===== config.mk =====
export PLATFORM = sky130hd
export DESIGN_NAME = psum_writeback_flat
export DESIGN_NICKNAME = d
export VERILOG_FILES = /design/src/rtl/psum_wb_pkg.sv /design/src/rtl/psum_writeback_if.sv /design/src/rtl/psum_writeback_addr_cnt.sv /design/src/rtl/psum_writeback.sv /design/src/flat_wrapper.sv
export SDC_FILE = /design/constraint.sdc
export NUM_CORES = 1
export LEC_CHECK = 0
export ABC_AREA = 1
export BUFFER_PORTS_ARGS = -buffer_cell sky130_fd_sc_hd__buf_2
export CORE_MARGIN = 2
export CORE_UTILIZATION = 50
export CTS_BUF_LIST = sky130_fd_sc_hd__clkbuf_4 sky130_fd_sc_hd__clkbuf_8
export CTS_CLUSTER_DIAMETER = 40
export DETAILED_ROUTE_END_ITERATION = 10
export PLACE_DENSITY = 0.85
export REMOVE_ABC_BUFFERS = 1
export SKIP_LAST_GASP = 1
export SYNTH_ARGS = -nofsm -noshare
export SYNTH_HDL_FRONTEND = slang
export SYNTH_SLANG_ARGS = --single-unit

===== constraint.sdc =====
create_clock -name clk -period 3 [get_ports clk]
set_input_delay 0.6 -clock clk [delete_from_list [all_inputs] [get_ports clk]]
set_output_delay 0.6 -clock clk [all_outputs]
set_load 0.03 [all_outputs]

===== src/rtl/psum_wb_pkg.sv =====
// ============================================================================
// Module     : psum_wb_pkg
// Description: Shared types and default sizes for the psum writeback stage.
// Revision   : 1.0 - initial release
// ============================================================================
`timescale 1ns/1ps
`default_nettype none

package psum_wb_pkg;

   localparam int DEFAULT_PSUM_BW = 16;
   localparam int DEFAULT_COL     = 8;
   localparam int DEFAULT_ADDR_W  = 11;
   localparam int ROW_W           = DEFAULT_PSUM_BW * DEFAULT_COL;

   typedef enum logic [1:0] {
      IDLE  = 2'd0,
      DRAIN = 2'd1,
      DONE  = 2'd2
   } wb_state_t;

endpackage

`default_nettype wire


===== src/rtl/psum_writeback_if.sv =====
// ============================================================================
// Module     : psum_writeback_if
// Description: OFIFO pop port and psum SRAM write port of the writeback stage.
// Revision   : 1.0 - initial release
// ============================================================================
`timescale 1ns/1ps
`default_nettype none

interface psum_writeback_if #(
   parameter int PSUM_BW = 16,
   parameter int COL     = 8,
   parameter int ADDR_W  = 11
);

   logic                     ofifo_valid;
   logic [PSUM_BW*COL-1:0]   ofifo_rdata;
   logic                     ofifo_rd;
   logic                     sram_stall;
   logic                     sram_cen_n;
   logic                     sram_wen_n;
   logic [ADDR_W-1:0]        sram_addr;
   logic [PSUM_BW*COL-1:0]   sram_wdata;

   // master = writeback stage, slave = OFIFO/SRAM environment
   modport master (
      input  ofifo_valid, ofifo_rdata, sram_stall,
      output ofifo_rd, sram_cen_n, sram_wen_n, sram_addr, sram_wdata
   );

   modport slave (
      output ofifo_valid, ofifo_rdata, sram_stall,
      input  ofifo_rd, sram_cen_n, sram_wen_n, sram_addr, sram_wdata
   );

endinterface

`default_nettype wire


===== src/rtl/psum_writeback_addr_cnt.sv =====
// ============================================================================
// Module     : wb_addr_cnt
// Description: Loadable wrap-around write pointer paired with a remaining-rows
//              down-counter.
// Revision   : 1.0 - initial release
// ============================================================================
`timescale 1ns/1ps
`default_nettype none

module wb_addr_cnt #(
   parameter int ADDR_W = 11
) (
   input  logic              clk,
   input  logic              reset,
   input  logic              load,
   input  logic [ADDR_W-1:0] base,
   input  logic [ADDR_W-1:0] count,
   input  logic              inc,
   output logic [ADDR_W-1:0] wr_ptr,
   output logic [ADDR_W-1:0] remaining,
   output logic              last
);

   // wr_ptr wraps naturally modulo 2^ADDR_W
   always_ff @(posedge clk) begin
      if (reset) begin
         wr_ptr    <= '0;
         remaining <= '0;
      end else if (load) begin
         wr_ptr    <= base;
         remaining <= count;
      end else if (inc) begin
         wr_ptr    <= wr_ptr + ADDR_W'(1);
         remaining <= remaining - ADDR_W'(1);
      end
   end

   assign last = (remaining == ADDR_W'(1));

endmodule

`default_nettype wire


===== src/rtl/psum_writeback.sv =====
// ============================================================================
// Module     : psum_writeback
// Description: Drains psum rows from the corelet OFIFO into consecutive psum
//              SRAM addresses and pulses done after a programmed row count.
//              Optional macro PSUM_WB_PERF_EN adds the stall_cnt output.
// Revision   : 1.0 - initial release
// ============================================================================
`timescale 1ns/1ps
`default_nettype none

module psum_writeback
   import psum_wb_pkg::*;
#(
   parameter int PSUM_BW = DEFAULT_PSUM_BW,
   parameter int COL     = DEFAULT_COL,
   parameter int ADDR_W  = DEFAULT_ADDR_W
) (
   input  logic              clk,
   input  logic              reset,
   input  logic              start,
   input  logic [ADDR_W-1:0] base_addr,
   input  logic [ADDR_W-1:0] num_rows,
   psum_writeback_if.master  bus,
   output logic              busy,
`ifdef PSUM_WB_PERF_EN
   output logic [31:0]       stall_cnt,
`endif
   output logic              done
);

   wb_state_t         state;
   logic              pop;
   logic              load;
   logic              last;
   logic              last_pop;
   logic [ADDR_W-1:0] wr_ptr;
   logic [ADDR_W-1:0] remaining;

   assign load = start && (state == IDLE);
   assign pop  = (state == DRAIN) && bus.ofifo_valid && !bus.sram_stall
                 && (remaining != '0);
   assign bus.ofifo_rd = pop;

   wb_addr_cnt #(
      .ADDR_W (ADDR_W)
   ) u_addr_cnt (
      .clk       (clk),
      .reset     (reset),
      .load      (load),
      .base      (base_addr),
      .count     (num_rows),
      .inc       (pop),
      .wr_ptr    (wr_ptr),
      .remaining (remaining),
      .last      (last)
   );

   // last_pop marks the cycle the final row is on the SRAM port; DONE follows it
   always_ff @(posedge clk) begin
      if (reset) begin
         state    <= IDLE;
         busy     <= 1'b0;
         done     <= 1'b0;
         last_pop <= 1'b0;
      end else begin
         last_pop <= pop && last;
         case (state)
            IDLE: begin
               if (start) begin
                  busy <= 1'b1;
                  if (num_rows == '0) begin
                     state <= DONE;
                     done  <= 1'b1;
                  end else begin
                     state <= DRAIN;
                  end
               end
            end
            DRAIN: begin
               if (last_pop) begin
                  state <= DONE;
                  done  <= 1'b1;
               end
            end
            DONE: begin
               state <= IDLE;
               busy  <= 1'b0;
               done  <= 1'b0;
            end
            default: begin
               state <= IDLE;
               busy  <= 1'b0;
               done  <= 1'b0;
            end
         endcase
      end
   end

   always_ff @(posedge clk) begin
      if (reset) begin
         bus.sram_cen_n <= 1'b1;
         bus.sram_wen_n <= 1'b1;
         bus.sram_addr  <= '0;
         bus.sram_wdata <= '0;
      end else begin
         bus.sram_cen_n <= !pop;
         bus.sram_wen_n <= !pop;
         if (pop) begin
            bus.sram_addr  <= wr_ptr;
            bus.sram_wdata <= bus.ofifo_rdata;
         end
      end
   end

`ifdef PSUM_WB_PERF_EN
   always_ff @(posedge clk) begin
      if (reset || load) begin
         stall_cnt <= '0;
      end else if ((state == DRAIN) && bus.ofifo_valid && bus.sram_stall
                   && (stall_cnt != '1)) begin
         stall_cnt <= stall_cnt + 32'd1;
      end
   end
`endif

endmodule

`default_nettype wire


===== src/flat_wrapper.sv =====
// flat-port wrapper written by rule: the top's interface ports become plain ports
module psum_writeback_flat import psum_wb_pkg::*;
#(
   parameter int PSUM_BW = DEFAULT_PSUM_BW,
   parameter int COL     = DEFAULT_COL,
   parameter int ADDR_W  = DEFAULT_ADDR_W
)
  (clk, reset, start, base_addr, num_rows, busy, done, bus_ofifo_valid, bus_ofifo_rdata, bus_sram_stall, bus_ofifo_rd, bus_sram_cen_n, bus_sram_wen_n, bus_sram_addr, bus_sram_wdata);
  psum_writeback_if #(.PSUM_BW(PSUM_BW), .COL(COL), .ADDR_W(ADDR_W)) bus_i ();
  input  logic clk;
  input  logic reset;
  input  logic start;
  input  logic [ADDR_W-1:0] base_addr;
  input  logic [ADDR_W-1:0] num_rows;
  output logic busy;
  output logic done;
  input wire logic [$bits(bus_i.ofifo_valid)-1:0] bus_ofifo_valid;
  input wire logic [$bits(bus_i.ofifo_rdata)-1:0] bus_ofifo_rdata;
  input wire logic [$bits(bus_i.sram_stall)-1:0] bus_sram_stall;
  output wire logic [$bits(bus_i.ofifo_rd)-1:0] bus_ofifo_rd;
  output wire logic [$bits(bus_i.sram_cen_n)-1:0] bus_sram_cen_n;
  output wire logic [$bits(bus_i.sram_wen_n)-1:0] bus_sram_wen_n;
  output wire logic [$bits(bus_i.sram_addr)-1:0] bus_sram_addr;
  output wire logic [$bits(bus_i.sram_wdata)-1:0] bus_sram_wdata;
  assign bus_i.ofifo_valid = bus_ofifo_valid;
  assign bus_i.ofifo_rdata = bus_ofifo_rdata;
  assign bus_i.sram_stall = bus_sram_stall;
  assign bus_ofifo_rd = bus_i.ofifo_rd;
  assign bus_sram_cen_n = bus_i.sram_cen_n;
  assign bus_sram_wen_n = bus_i.sram_wen_n;
  assign bus_sram_addr = bus_i.sram_addr;
  assign bus_sram_wdata = bus_i.sram_wdata;
  psum_writeback #(.PSUM_BW(PSUM_BW), .COL(COL), .ADDR_W(ADDR_W)) u_core (.clk(clk), .reset(reset), .start(start), .base_addr(base_addr), .num_rows(num_rows), .bus(bus_i), .busy(busy), .done(done));
endmodule

==> summary.txt <==
CTS
  – H-Tree Depth: 4
  – Setup Buffers After CTS: 0
  – CTS max path bufs: 2
  – Clock transition at the registers of the reported paths: 90 ps
  – TritonCTS buffer count: 17
  – Clk sinks: 167
  – Clock Latency Late Sink: 460 ps
  – TritonCTS clock tree: yes
  – CTS Root Cell: clkbuf_8
  – Cts repair resizes: 0
  – Post-CTS Hold Buffers: 0

Die
  – # rows: 41
  – Initial core utilization: 0.513
  – Die Y: 118 µm
  – IO Count: 299
  – Die Wd: 118 µm
  – Die ar.: 0.0139 mm²
  – Core box area: 0.0126 mm²

Yosys
  – Largest cells by area after synthesis: dfxtp_1 (52%), nor2_1 (18%), o21ai_0 (12%), nand2_1 (4.0%), nand3_1 (2.3%)
  – EDFF count, synth: 0
  – Biggest area consumer among synthesized cells: dfxtp_1
  – Yosys cell types: 28
  – Total number of yosys warnings: 0
  – Register area share after synthesis: 0.516
  – Ys flop type: dfxtp_1
  – Netlist Area Pre-Place: 0.00647 mm²
  – Async SR Flop Fraction: 0
  – Post-synth top area share: 0.516
  – Mapped Cells: 875
  – Post-synthesis sequential element count: 167
  – Average cell area after synthesis: 7.40 µm²

Global routing
  – Met2 Use GR: 0.439
  – Vias in the first global route: 5992
  – First-pass GRT wire length: 29300 µm
  – Met3 Usage GRT: 0.0693
  – Grt ovf: 0
  – Antenna violations before repair: 1
  – Pin count of the biggest net entering global routing: 146
  – Busiest layer in global routing: met2
  – All-Layer GR Usage: 0.262
  – Met1 usage: 0.317

Setup path
  – CP Class: reg -> out
  – Crit start category: flop
  – Critical path peak fanout: 6
  – Data required time of the worst path: 2400 ps
  – CP arrival: 1890 ps
  – Crit-path slowest cell: dfxtp_1
  – Cell chain of the critical path: inv_1 > ha_1 > nand2_2 > nor2_4 > a21oi_4 > buf_2
  – Worst Setup End Kind: primary output
  – Crit path largest cell delay: 420 ps
  – R2R cell count: 9

Placed design
  – Post-DP HPWL: 12700 µm
  – PortBufs: 298
  – Routability cong.: 0.855
  – Placed insts: 1297

Timing
  – Final Setup Violations: 0
  – Tcrit/Tclk final: 0.829
  – Worst-margin pin slew: 654 ps
  – Slew Viols, Final: 0
  – Fin Setup TNS: 0 ps
  – Slew HR: 0.564
  – Final hold viol count: 0
  – Fmax: 402 MHz
  – Clock skew: 13.4 ps
  – RSZ-0062 raised after global routing: no
  – Min cycle time layout: 2490 ps

Power
  – Power, Total: 5.18 mW
  – Clock power frac: 0.359
  – Seq pwr share: 0.468
  – Pwr per Cell Area: 610 mW/mm²
  – Int Pwr: 3.71 mW
  – Comb pwr share: 0.173
  – Psw: 1.47 mW
  – Lkg Pwr: 4.10 nW
  – Switching share of power: 0.284
  – Worst IR drop on VDD: 0.398 mV

Layout
  – Layout cell share with drive strength beyond 1: 0.301
  – Finished Layout Cells: 1330
  – Fill cells: 1111
  – Post-layout nets: 1302
  – Area grow syn2layout: 31.1%

Flow run
  – Max-Cap Viols: 0

Routing
  – Via density: 4.98
  – Drt first pass iters: 5
  – Remaining DRCs: 0
  – Iter 0 DRT Violations: 629
  – Antenna violation net count after detailed routing: 0
  – DR WL/cell: 13.6 µm
  – Post-Route WL: 18100 µm
  – Via count: 6627

Worst hold path
  – Hold depth: 3
  – Hold Crit Class: in -> reg

Status
  – Outcome: complete, no violations
## sequential cells by signal, summed over array words and instances, names as in the netlist
signal / flops
u_core.u_addr_cnt.remaining: 11
u_core.bus.sram_cen_n: 1
u_core.done: 1
u_core.busy: 1
u_core.state: 2
u_core.u_addr_cnt.wr_ptr: 11
u_core.bus.sram_wdata: 128
u_core.last_pop: 1
u_core.bus.sram_addr: 11
## stage by stage
stage / utilization / setup slack [ps] / hold slack (ps) / area (µm²)
after global routing: 0.673 / 386 / 362 / 8490
after global placement: 0.635 / 970 / 442 / 8010
final: 0.673 / 513 / 383 / 8490
after floorplan: - / -4120 / 451 / 6190
after detailed placement: 0.635 / 914 / 451 / 8010
after CTS: 0.673 / 472 / 348 / 8490
## layout by cell type (no fill, tap or decap), drive strengths merged, types with 2 or more instances in the layout
cell	count
xnor2	4
a21oi	13
a31oi	2
nor3	11
clkbuf	20
nor2	321
buf	305
o21ai	153
ha	3
clkinvlp	2
dfxtp	167
inv	29
clkinv	6
bufinv	5
nand2	73
xor2	5
nand4	4
nand3	30
nand3b	2
## critical path: cells and delay by family, from the launching register on
kind | cells | cell delay [ps]
AO/OA/AOI/OAI | 1 | 160
adder cells (fa/ha/maj) | 1 | 250
buffers and inverters | 2 | 400
flip-flops | 1 | 420
AND/OR/NAND/NOR | 2 | 210
## power by group through the flow
| stage | sequential (mW) | combinational [mW] | clock (mW) |
|---|---|---|---|
| 2_1_floorplan | 2.66 | 0.425 | 0 |
| 3_3_place_gp | 2.47 | 0.878 | 0 |
| 3_5_place_dp | 2.48 | 0.893 | 0 |
| 4_1_cts | 2.42 | 0.898 | 1.89 |
| 5_1_grt | 2.44 | 1.00 | 1.99 |
| 6_report | 2.43 | 0.895 | 1.86 |
## final timing paths
| path | start | endpoint | slack, ps |
|---|---|---|---|
| min | bus_ofifo_rdata[72] | u_core.bus.sram_wdata[72] | 380 |
| min reg2reg | u_core.done | u_core.done | 460 |
| max | u_core.u_addr_cnt.remaining[0] | bus_ofifo_rd | 510 |
| max reg2reg | u_core.u_addr_cnt.remaining[0] | u_core.u_addr_cnt.wr_ptr[0] | 920 |
## final cells by class
cell class,count,area (µm²),area share
tap,172,215,0.0253
clock buffer,20,275,0.0324
timing repair buffer,305,1590,0.188
multi-input combinational,623,2750,0.324
sequential,167,3340,0.394
clock inverter,12,198,0.0233
inverter,30,114,0.0134
antenna,1,2.50,0.000295
## Yosys cell counts (3+ instances only)
| cell type | instances |
|---|---|
| nor3_1 | 9 |
| inv_1 | 30 |
| nand3_1 | 30 |
| clkbuf_1 | 24 |
| a21oi_1 | 13 |
| dfxtp_1 | 167 |
| nand2_1 | 69 |
| buf_4 | 9 |
| nand4_1 | 4 |
| buf_2 | 16 |
| xor2_1 | 5 |
| xnor2_1 | 4 |
| ha_1 | 3 |
| o21ai_0 | 153 |
| nor2_1 | 318 |
| nand2_2 | 3 |
## kinds of logic after synthesis
group / after synthesis / share of synthesized area
AOI/OAI and AO/OA: 170 / 0.133
xor gates and xnor gates: 9 / 0.0122
adders and majority gates: 3 / 0.00580
buffers and inverters: 85 / 0.0609
DFF: 167 / 0.516
and+or+nand+nor: 441 / 0.272
## routing by layer
metal	part of all wire	vias to the layer above
li1	-	3334
met1	0.41	2983
met2	0.49	264
met3	0.065	46
met4	0.032	0
met5	0	-
(Power assumes the default switching activity.)
